**src/rtl/sweep_hold_timer.sv**
```systemverilog
// sweep_hold_timer: loadable down-counter that flags the last cycle of each pattern hold window
module sweep_hold_timer #(
    parameter int HOLD_CYCLES = 5
) (
    input  logic clk,
    input  logic rst_n,
    input  logic load,
    input  logic en,
    output logic zero
);
    localparam int CW = HOLD_CYCLES > 1 ? $clog2(HOLD_CYCLES) : 1;

    logic [CW-1:0] cnt_q, cnt_d;

    always_comb cnt_d = load ? CW'(HOLD_CYCLES - 1) : (en && cnt_q != '0) ? cnt_q - 1'b1 : cnt_q;

    always_ff @(posedge clk) begin
        if (!rst_n) cnt_q <= '0;
        else        cnt_q <= cnt_d;
    end

    assign zero = cnt_q == '0;
endmodule

```
**config.mk**
```make
export PLATFORM = sky130hd
export DESIGN_NAME = sweep_hold_timer
export DESIGN_NICKNAME = d
export VERILOG_FILES = /design/src/rtl/sweep_hold_timer.sv
export SDC_FILE = /design/constraint.sdc
export NUM_CORES = 1
export LEC_CHECK = 0
export BUFFER_PORTS_ARGS = -buffer_cell sky130_fd_sc_hd__buf_2
export CAP_MARGIN = 5
export CORE_AREA = 2 2 39 41
export CTS_BUF_LIST = sky130_fd_sc_hd__clkbuf_8 sky130_fd_sc_hd__clkbuf_16
export DETAILED_ROUTE_END_ITERATION = 8
export DIE_AREA = 0 0 41 43
export GPL_TIMING_DRIVEN = 0
export PLACE_DENSITY = 0.37
export RECOVER_POWER = 100
export SKIP_CTS_REPAIR_TIMING = 1
export SYNTH_ARGS = -nofsm -noshare
export SYNTH_HDL_FRONTEND = slang
export SYNTH_SLANG_ARGS = --single-unit
```
**constraint.sdc**
```tcl
create_clock -name clk -period 1.1 [get_ports clk]
set_input_delay 0.11 -clock clk [delete_from_list [all_inputs] [get_ports clk]]
set_output_delay 0.11 -clock clk [all_outputs]
set_load 0.005 [all_outputs]
```
==> results of run 1 <==
-- layer usage --
metal  share of wire  vias to the layer above  wire length, µm
met1            0.38                       73              149
li1                -                       84                -
met3           0.049                        0               19
met4               0                        0                0
met5               0                        -                0
met2            0.56                        4              220
-- per-stage QoR --
stage / instances / hold slack, ns / power [µW]
finish: 45 / 0.125 / 502
global route: 45 / 0.140 / 523
CTS: 43 / 0.125 / 488
detailed placement: 39 / 0.341 / 172
global placement: 39 / 0.343 / 169
floorplan: 19 / 0.225 / 154
-- final timing paths --
path              startpoint       end  slack [ns]  cells after the start
setup / recovery    cnt_q[1]      zero        0.01                      5
hold / removal         rst_n  cnt_q[2]        0.13                      2
setup reg to reg    cnt_q[0]  cnt_q[2]        0.01                      5
hold reg to reg     cnt_q[0]  cnt_q[0]        0.53                      3
-- power breakdown --
part	switching (µW)	total (µW)	internal [µW]	leakage (µW)
Sequential	3.91	120	116	0.0000256
Clock	74.5	312	238	0.0000269
Combinational	30.7	69.4	38.7	0.0000748
Total	109	502	392	0.000127
-- placed cells by master (no fill, tap or decap), types with 2 or more instances in the layout --
cell	n
clkbuf_8	3
dfxtp_2	2
inv_2	2
buf_4	2
buf_2	3
a21oi_1	2
-- cell families after synthesis --
| family | Yosys count | synth area share |
|---|---|---|
| flip-flops | 3 | 0.343 |
| adder cells (fa/ha/maj) | 2 | 0.143 |
| AND/OR/NAND/NOR | 6 | 0.243 |
| AO/OA/AOI/OAI | 5 | 0.207 |
| buffers and inverters | 3 | 0.0643 |
-- cell type report --
| type | instances | area [µm²] |
|---|---|---|
| Clock inverter | 1 | 3.75 |
| Multi-Input combinational cell | 13 | 116 |
| Clock buffer | 3 | 41.3 |
| Inverter | 3 | 13.8 |
| Fill cell | 159 | 1080 |
| Sequential cell | 3 | 62.6 |
| Tap cell | 16 | 20.0 |
| Timing Repair Buffer | 6 | 41.3 |
==> key figures, run 1 <==
Synthesis
  • Post-synth top cells: 3 x dfxtp_1, 3 x inv_1, 2 x a21oi_1, 2 x ha_1
  • Mapped Cells: 19
  • Sequential-to-total area share from yosys stat: 0.343
  • Post-synth EDFFs: 0
  • Synth top area share: 0.343
  • Asr flop ratio synth: 0
  • Synthesized flop and latch total: 3
  • Synth top area cells: dfxtp_1 34%, ha_1 14%, nand2b_4 7.9%
  • Ys Warns: 0
  • Yosys cell types: 13
  • Area leader, netlist: dfxtp_1
  • Syn_nets: 25
  • Synth Cell Area: 175 µm²
  • Mapped Avg Cell Area: 9.22 µm²
  • Prevailing post-synth register cell: dfxtp_1

Timing
  • Fin Setup TNS: 0 ns
  • FMAX: 919 MHz
  • Worst slew pin tran: 0.249 ns
  • Final Critical Period: about 1.1 ns
  • Setup violations, final: 0
  • RSZ-0062 raised after global routing: true
  • Worst-case clock skew: 0.00393 ns
  • Tcrit/Tclk final: 0.989
  • Endpoints failing hold: 0
  • Worst slew margin: 0.833
  • Final setup margin: 0.0122 ns
  • Max Transition Viols Final: 0

Setup path
  • Crit Path Class: reg2out
  • Worst path buffer plus inverter count: 3
  • Most used cell, CP: inv_2
  • Max incr delay on CP: 0.32 ns
  • Top delay family on crit path: flip-flops
  • Worst setup EP type: output pin
  • CP max FO: 5
  • CP max stage cell: dfxtp_2
  • CP arrival: 0.98 ns
  • Crit-path cells: inv_2 -> ha_4 -> nand2b_4 -> inv_2 -> buf_6
  • CP required: between 0.9 and 1 ns
  • Critical Path Start Type: register

Die
  • Initial Util: 0.127
  • Core area: 1380 µm²
  • Die Ht: 43 µm
  • Std cell rows: 14
  • Die Width: 41 µm
  • Die area: 1760 µm²
  • # IOs: 5

Clock tree
  • CTS Buf Count: 3
  • Clk sinks: 3
  • CTS tree: yes
  • Reg clk slew, reported paths: 0.03 ns
  • H-tree depth: 1
  • Clk_lat worst skew: around 0.22 ns
  • Root Driver: clkbuf_8
  • Clk buf depth: 2

Global routing
  • GR Util met2: 0.0719
  • All-Layer GR Usage: 0.0581
  • GR Util met3: 0.0157
  • Initial antenna violation count: 0
  • Vias in the first global route: roughly 150
  • Largest net degree at the start of global routing: 6
  • Global route hottest layer: met4
  • Total congestion overflow: 0
  • Met1 track demand over resource: 0.0541
  • First-pass GRT wire length: 586 µm

Power and ir drop
  • Leak: around 0.00013 µW
  • PD cells: 1680 nW/µm²
  • Peak VDD IR: 0.000386 V

Layout
  • Area Growth Syn to Fin: 70.7%
  • Final Util: 0.216
  • Finished Cell Area: between 200 and 300 µm²
  • # diodes: 0
  • Share of cells above drive strength 1: 0.621
  • Top flop regs: cnt_q x3
  • Reg with most FFs: cnt_q
  • Layout Nets: 36
  • Number of flip-flops in the largest register: 3

Place
  • Post-DP HPWL: 277 µm
  • Placer congestion estimate: 0.624
  • Port bufs: 4
  • Post-DP Area: 215 µm²
  • Post-Place Worst Slack: -0.00948 ns

Worst hold path
  • Hold WC Path Type: in2reg

Job
  • Max-cap violations: 0

Outcome
  • Status: finished, final reports clean

Detailed routing
  • Via/cell ratio: approximately 3.6
  • Vias: 161
  • DRC violations left: 0
  • WL/cell: 8.67 µm
  • Drt total wl: between 300 and 400 µm
  • Initial DRC count: 3
  • Antenna Nets Post-Route: 0
  • DR pass1 iterations: 4
No activity file was read; power rests on OpenSTA's default activity.
==> run 2, diff against run 1 <==
--- a/config.mk
+++ b/config.mk
@@ -12,9 +12,11 @@
 export DETAILED_ROUTE_END_ITERATION = 8
 export DIE_AREA = 0 0 41 43
 export GPL_TIMING_DRIVEN = 0
-export PLACE_DENSITY = 0.37
+export PLACE_DENSITY = 0.36
 export RECOVER_POWER = 100
+export SETUP_SLACK_MARGIN = 0.2
 export SKIP_CTS_REPAIR_TIMING = 1
+export SKIP_LAST_GASP = 1
 export SYNTH_ARGS = -nofsm -noshare
 export SYNTH_HDL_FRONTEND = slang
 export SYNTH_SLANG_ARGS = --single-unit
==> constraint.sdc (replaced) <==
create_clock -name clk -period 1.4 [get_ports clk]
set_input_delay 0.14 -clock clk [delete_from_list [all_inputs] [get_ports clk]]
set_output_delay 0.14 -clock clk [all_outputs]
set_load 0.005 [all_outputs]
==> key figures, run 2 (synthesis gave the netlist of run 1 again) <==
Outcome
  • Status: finished, final reports clean (unchanged)

Detailed routing
  • Initial DRC count: 1 (was 3)
  • DRC violations left: 0 (unchanged)
  • Drt total wl: 330 µm (was 390 µm)
  • DR pass1 iterations: 2 (was 4)
  • Vias: 152 (was 161)
  • WL/cell: 7.67 µm (was 8.67 µm)
  • Via/cell ratio: 3.53 (was 3.58)
  • Antenna Nets Post-Route: 0 (unchanged)

Global routing
  • Initial antenna violation count: 0 (unchanged)
  • First-pass GRT wire length: 462 µm (was 586 µm)
  • Vias in the first global route: 128 (was 147)
  • All-Layer GR Usage: 0.0502 (was 0.0581)
  • Total congestion overflow: 0 (unchanged)
  • Largest net degree at the start of global routing: 6 (unchanged)

Die
  • Core area: 1380 µm² (unchanged)
  • # IOs: 5 (unchanged)
  • Std cell rows: 14 (unchanged)
  • Die Width: 41 µm (unchanged)
  • Die area: 1760 µm² (unchanged)
  • Die Ht: 43 µm (unchanged)
  • Initial Util: 0.127 (unchanged)

Setup path
  • Worst Setup SP: cnt_q[1] (unchanged)
  • Worst setup path end: zero (unchanged)
  • Crit Path Class: reg2out (unchanged)
  • CP max FO: 5 (unchanged)
  • RR Endpoint: cnt_q[2] (unchanged)
  • RR Startpoint: cnt_q[0] (unchanged)
  • CP arrival: 1.04 ns (was 0.98 ns)
  • Critical Path Start Type: register (unchanged)
  • CP required: 1.26 ns (was 0.99 ns)
  • R2R cell count: 5 (unchanged)
  • FF-to-FF setup slack: 0.32 ns (was 0.01 ns)
  • Worst setup EP type: output pin (unchanged)

Layout
  • Layout Nets: 34 (was 36)
  • Final Util: 0.192 (was 0.216)
  • Number of fill cells in the layout: 155 (was 159)
  • Area Growth Syn to Fin: 51.4% (was 70.7%)
  • Share of cells above drive strength 1: 0.444 (was 0.621)
  • # diodes: 0 (unchanged)
  • Most frequent cells in the layout: 3 x clkbuf_8, 3 x buf_2 (unchanged)
  • Top flop regs: cnt_q x3 (unchanged)
  • Reg with most FFs: cnt_q (unchanged)
  • Number of flip-flops in the largest register: 3 (unchanged)

Timing
  • RSZ-0062 raised after global routing: false (was true)
  • Worst-case clock skew: 0.00201 ns (was 0.00393 ns)
  • Worst slew pin tran: 0.208 ns (was 0.249 ns)
  • Endpoints failing hold: 0 (unchanged)
  • Tcrit/Tclk final: 0.846
  • Fin Setup TNS: 0 ns (unchanged)
  • FMAX: approximately 840 MHz
  • Worst slew margin: 0.860 (was 0.833)
  • Max Transition Viols Final: 0 (unchanged)
  • Setup violations, final: 0 (unchanged)
  • Final Critical Period: 1.18 ns

Power and ir drop
  • Total power: 373 µW (was 502 µW)
  • PD cells: 1400 nW/µm² (was 1680 nW/µm²)
  • Peak VDD IR: 0.000224 V (was 0.000386 V)
  • Leak: 0.000108 µW (was 0.000127 µW)

Worst hold path
  • Hold WC Path Type: in2reg (unchanged)

Clock tree
  • Reg clk slew, reported paths: 0.03 ns (about the same)
  • Clk_lat worst skew: 0.21 ns (was 0.22 ns)
  • H-tree depth: 1 (unchanged)
  • Root Driver: clkbuf_8 (unchanged)
  • CTS tree: yes (unchanged)
  • Clk sinks: 3 (unchanged)
  • CTS Buf Count: 3 (unchanged)
  • Clk buf depth: 2 (unchanged)

Place
  • Port bufs: 4 (unchanged)
  • Placer congestion estimate: 0.607 (was 0.624)
  • Post-DP HPWL: 247 µm (was 277 µm)

Job
  • Max-cap violations: 0 (unchanged)
==> run 2: worst min-delay path by stage <==
stage               startpoint  endpoint  depth (start not counted)
floorplan                   en  cnt_q[1]                          1
global placement         rst_n  cnt_q[2]                          2
detailed placement       rst_n  cnt_q[2]                          2
CTS                      rst_n  cnt_q[2]                          2
global route             rst_n  cnt_q[2]                          2
finish                   rst_n  cnt_q[2]                          2
==> run 2: per-layer routing <==
metal | routed length, µm | vias up | track usage | share of wire
met2 | 194 | 3 | 0.0594 | 0.59
met4 | 12 | 0 | 0.120 | 0.036
met1 | 114 | 66 | 0.0321 | 0.35
li1 | - | 81 | - | -
met5 | 0 | - | 0 | 0
met3 | 9 | 2 | 0.0157 | 0.027
==> run 2: stage by stage <==
step / cell area (µm²) / cells / setup slack (ns) / hold WS [ns]
after CTS: 260 / 43 / 0.174 / 0.149
final: 265 / 43 / 0.216 / 0.152
after global placement: 215 / 39 / 0.307 / 0.370
after floorplan: 175 / 19 / 0.352 / 0.255
after global routing: 265 / 43 / 0.117 / 0.153
after detailed placement: 215 / 39 / 0.306 / 0.373
==> run 2: cell type report <==
| cell class | count | area (µm²) | share of cell area |
|---|---|---|---|
| repair buffers | 4 | 18.8 | 0.0708 |
| clock inverters | 1 | 3.75 | 0.0142 |
| multi-input cells | 13 | 109 | 0.410 |
| well taps | 16 | 20.0 | 0.0755 |
| clock buffers | 3 | 41.3 | 0.156 |
| inverters | 3 | 11.3 | 0.0425 |
| flip-flops and latches | 3 | 61.3 | 0.231 |
==> run 2: worst max-delay path, cell delays in order (launching register included) <==
cell and delay (ns):
dfxtp_2 0.32, inv_2 0.05, ha_4 0.15, nand2b_1 0.15, inv_1 0.06, clkbuf_1 0.10
==> run 2: power by group <==
part,switching (µW),total (µW),internal (µW)
Sequential,2.35,93.2,90.9
Combinational,19.9,37.8,17.9
Clock,55.1,242,186
Total,77.4,373,295
==> run 3, diff against run 2 <==
==> constraint.sdc (replaced) <==
create_clock -name clk -period 1.1 [get_ports clk]
set_input_delay 0.11 -clock clk [delete_from_list [all_inputs] [get_ports clk]]
set_output_delay 0.11 -clock clk [all_outputs]
set_load 0.005 [all_outputs]
==> key figures, run 3 (synthesis gave the netlist of run 1 again) <==
Outcome
  • Status: complete, but fails checks (was finished, final reports clean)
  • Failing checks: negative setup slack

Layout
  • Top flop regs: cnt_q x3 (unchanged)
  • Reg with most FFs: cnt_q (unchanged)
  • Number of fill cells in the layout: 152 (was 155)
  • Share of cells above drive strength 1: 0.704 (was 0.444)
  • Most frequent cells in the layout: 3 x clkbuf_8, 3 x buf_2, 2 x inv_4, 2 x ha_4, 2 x dfxtp_2 (was 3 x clkbuf_8, 3 x buf_2)
  • Area Growth Syn to Fin: 74.3% (was 51.4%)
  • Number of flip-flops in the largest register: 3 (unchanged)
  • # diodes: 0 (unchanged)
  • Layout Nets: 34 (unchanged)
  • Final Util: 0.221 (was 0.192)

Clock tree
  • H-tree depth: 1 (unchanged)
  • Clk_lat worst skew: 0.22 ns (was 0.21 ns)
  • CTS Buf Count: 3 (unchanged)
  • Clk buf depth: 2 (unchanged)
  • Clk sinks: 3 (unchanged)
  • CTS tree: yes (unchanged)
  • Reg clk slew, reported paths: 0.03 ns (about the same)
  • Root Driver: clkbuf_8 (unchanged)

Timing
  • Hold slack: 0.127 ns (was 0.152 ns)
  • Worst-case clock skew: 0.00212 ns (was 0.00201 ns)
  • Final Critical Period: 1.10 ns
  • Final setup margin: -0.00419 ns (was 0.216 ns)
  • RSZ-0062 raised after global routing: true (was false)
  • FMAX: 906 MHz
  • Max Transition Viols Final: 0 (unchanged)
  • Worst slew pin tran: 0.212 ns (was 0.208 ns)
  • Setup violations, final: 1 (was 0)
  • Endpoints failing hold: 0 (unchanged)
  • Tcrit/Tclk final: 1.00
  • Worst slew margin: 0.857 (was 0.860)

Setup path
  • Critical Path Start Type: register (unchanged)
  • CP arrival: 0.99 ns (was 1.04 ns)
  • Crit Path Class: reg2out (unchanged)
  • CP required: 0.99 ns (was 1.26 ns)
  • Worst setup EP type: output pin (unchanged)
  • CP max FO: 5 (unchanged)

Global routing
  • Total congestion overflow: 0 (unchanged)
  • All-Layer GR Usage: 0.0612 (was 0.0502)
  • Largest net degree at the start of global routing: 6 (unchanged)
  • Vias in the first global route: 170 (was 128)
  • Initial antenna violation count: 0 (unchanged)
  • First-pass GRT wire length: 641 µm (was 462 µm)

Place
  • Port bufs: 4 (unchanged)
  • Placer congestion estimate: 0.718 (was 0.607)
  • Post-Place Worst Slack: 0.0565 ns (was 0.306 ns)
  • Post-DP HPWL: 277 µm (was 247 µm)

Power and ir drop
  • PD cells: 1660 nW/µm² (was 1400 nW/µm²)
  • Leak: 0.000122 µW (was 0.000108 µW)
  • Total power: 507 µW (was 373 µW)
  • Peak VDD IR: 0.000416 V (was 0.000224 V)

Detailed routing
  • Drt total wl: 379 µm (was 330 µm)
  • WL/cell: 8.81 µm (was 7.67 µm)
  • Initial DRC count: 3 (was 1)
  • DRC violations left: 0 (unchanged)
  • DR pass1 iterations: 2 (unchanged)
  • Antenna Nets Post-Route: 0 (unchanged)
  • Vias: 156 (was 152)
  • Via/cell ratio: 3.63 (was 3.53)

Die
  • # IOs: 5 (unchanged)
  • Die Width: 41 µm (unchanged)
  • Die area: 1760 µm² (unchanged)
  • Std cell rows: 14 (unchanged)
  • Core area: 1380 µm² (unchanged)
  • Initial Util: 0.127 (unchanged)
  • Die Ht: 43 µm (unchanged)

Worst hold path
  • Hold WC Path Type: in2reg (unchanged)

Job
  • Max-cap violations: 0 (unchanged)
-- run 3: changes by cell type in the layout (fill, tap and decap cells not counted), sizes merged --
cell / previous run / this run
clkbuf: 4 / 3
buf: 3 / 4
-- run 3: critical path, cell delays in order, from the launching register on --
cell and delay (ns):
dfxtp_2 0.34, inv_4 0.05, ha_4 0.16, nand2b_4 0.08, inv_2 0.04, buf_6 0.10
-- run 3: area by class of cell --
cell class / instances / area (µm²) / area share
multi-input combinational: 13 / 135 / 0.443
inverter: 3 / 16.3 / 0.0533
clock inverter: 1 / 3.75 / 0.0123
timing repair buffer: 4 / 26.3 / 0.0861
tap: 16 / 20.0 / 0.0656
sequential: 3 / 62.6 / 0.205
clock buffer: 3 / 41.3 / 0.135
-- run 3: stage by stage --
stage / setup TNS, ns / std cells / cell area, µm²
after global placement: 0 / 39 / 231
final: -0.00419 / 43 / 305
after CTS: -0.0655 / 43 / 277
after floorplan: 0 / 19 / 191
after global routing: -0.0373 / 43 / 305
after detailed placement: 0 / 39 / 231
-- run 3: path summary, 6_finish.rpt --
check / from / end / slack (ns) / depth (start not counted)
worst min-delay path: rst_n / cnt_q[2] / 0.13 / 2
worst max register to register: cnt_q[0] / cnt_q[2] / 0.07 / 5
worst min register to register: cnt_q[1] / cnt_q[1] / 0.54 / 2
worst max-delay path: cnt_q[1] / zero / -0.004 / 5
-- run 3: metal layers --
layer / vias to the layer above / part of all wire / global-route usage
met1: 66 / 0.49 / 0.0772
li1: 81 / - / -
met4: 0 / 0.040 / 0.0800
met5: - / 0 / 0
met3: 2 / 0.071 / 0.0314
met2: 7 / 0.39 / 0.0594
-- run 3: power breakdown --
group / total, µW / internal [µW] / leakage [µW] / switching (µW)
Combinational: 71.5 / 38.8 / 0.0000698 / 32.7
Sequential: 120 / 116 / 0.0000256 / 4.52
Clock: 315 / 238 / 0.0000269 / 77.1
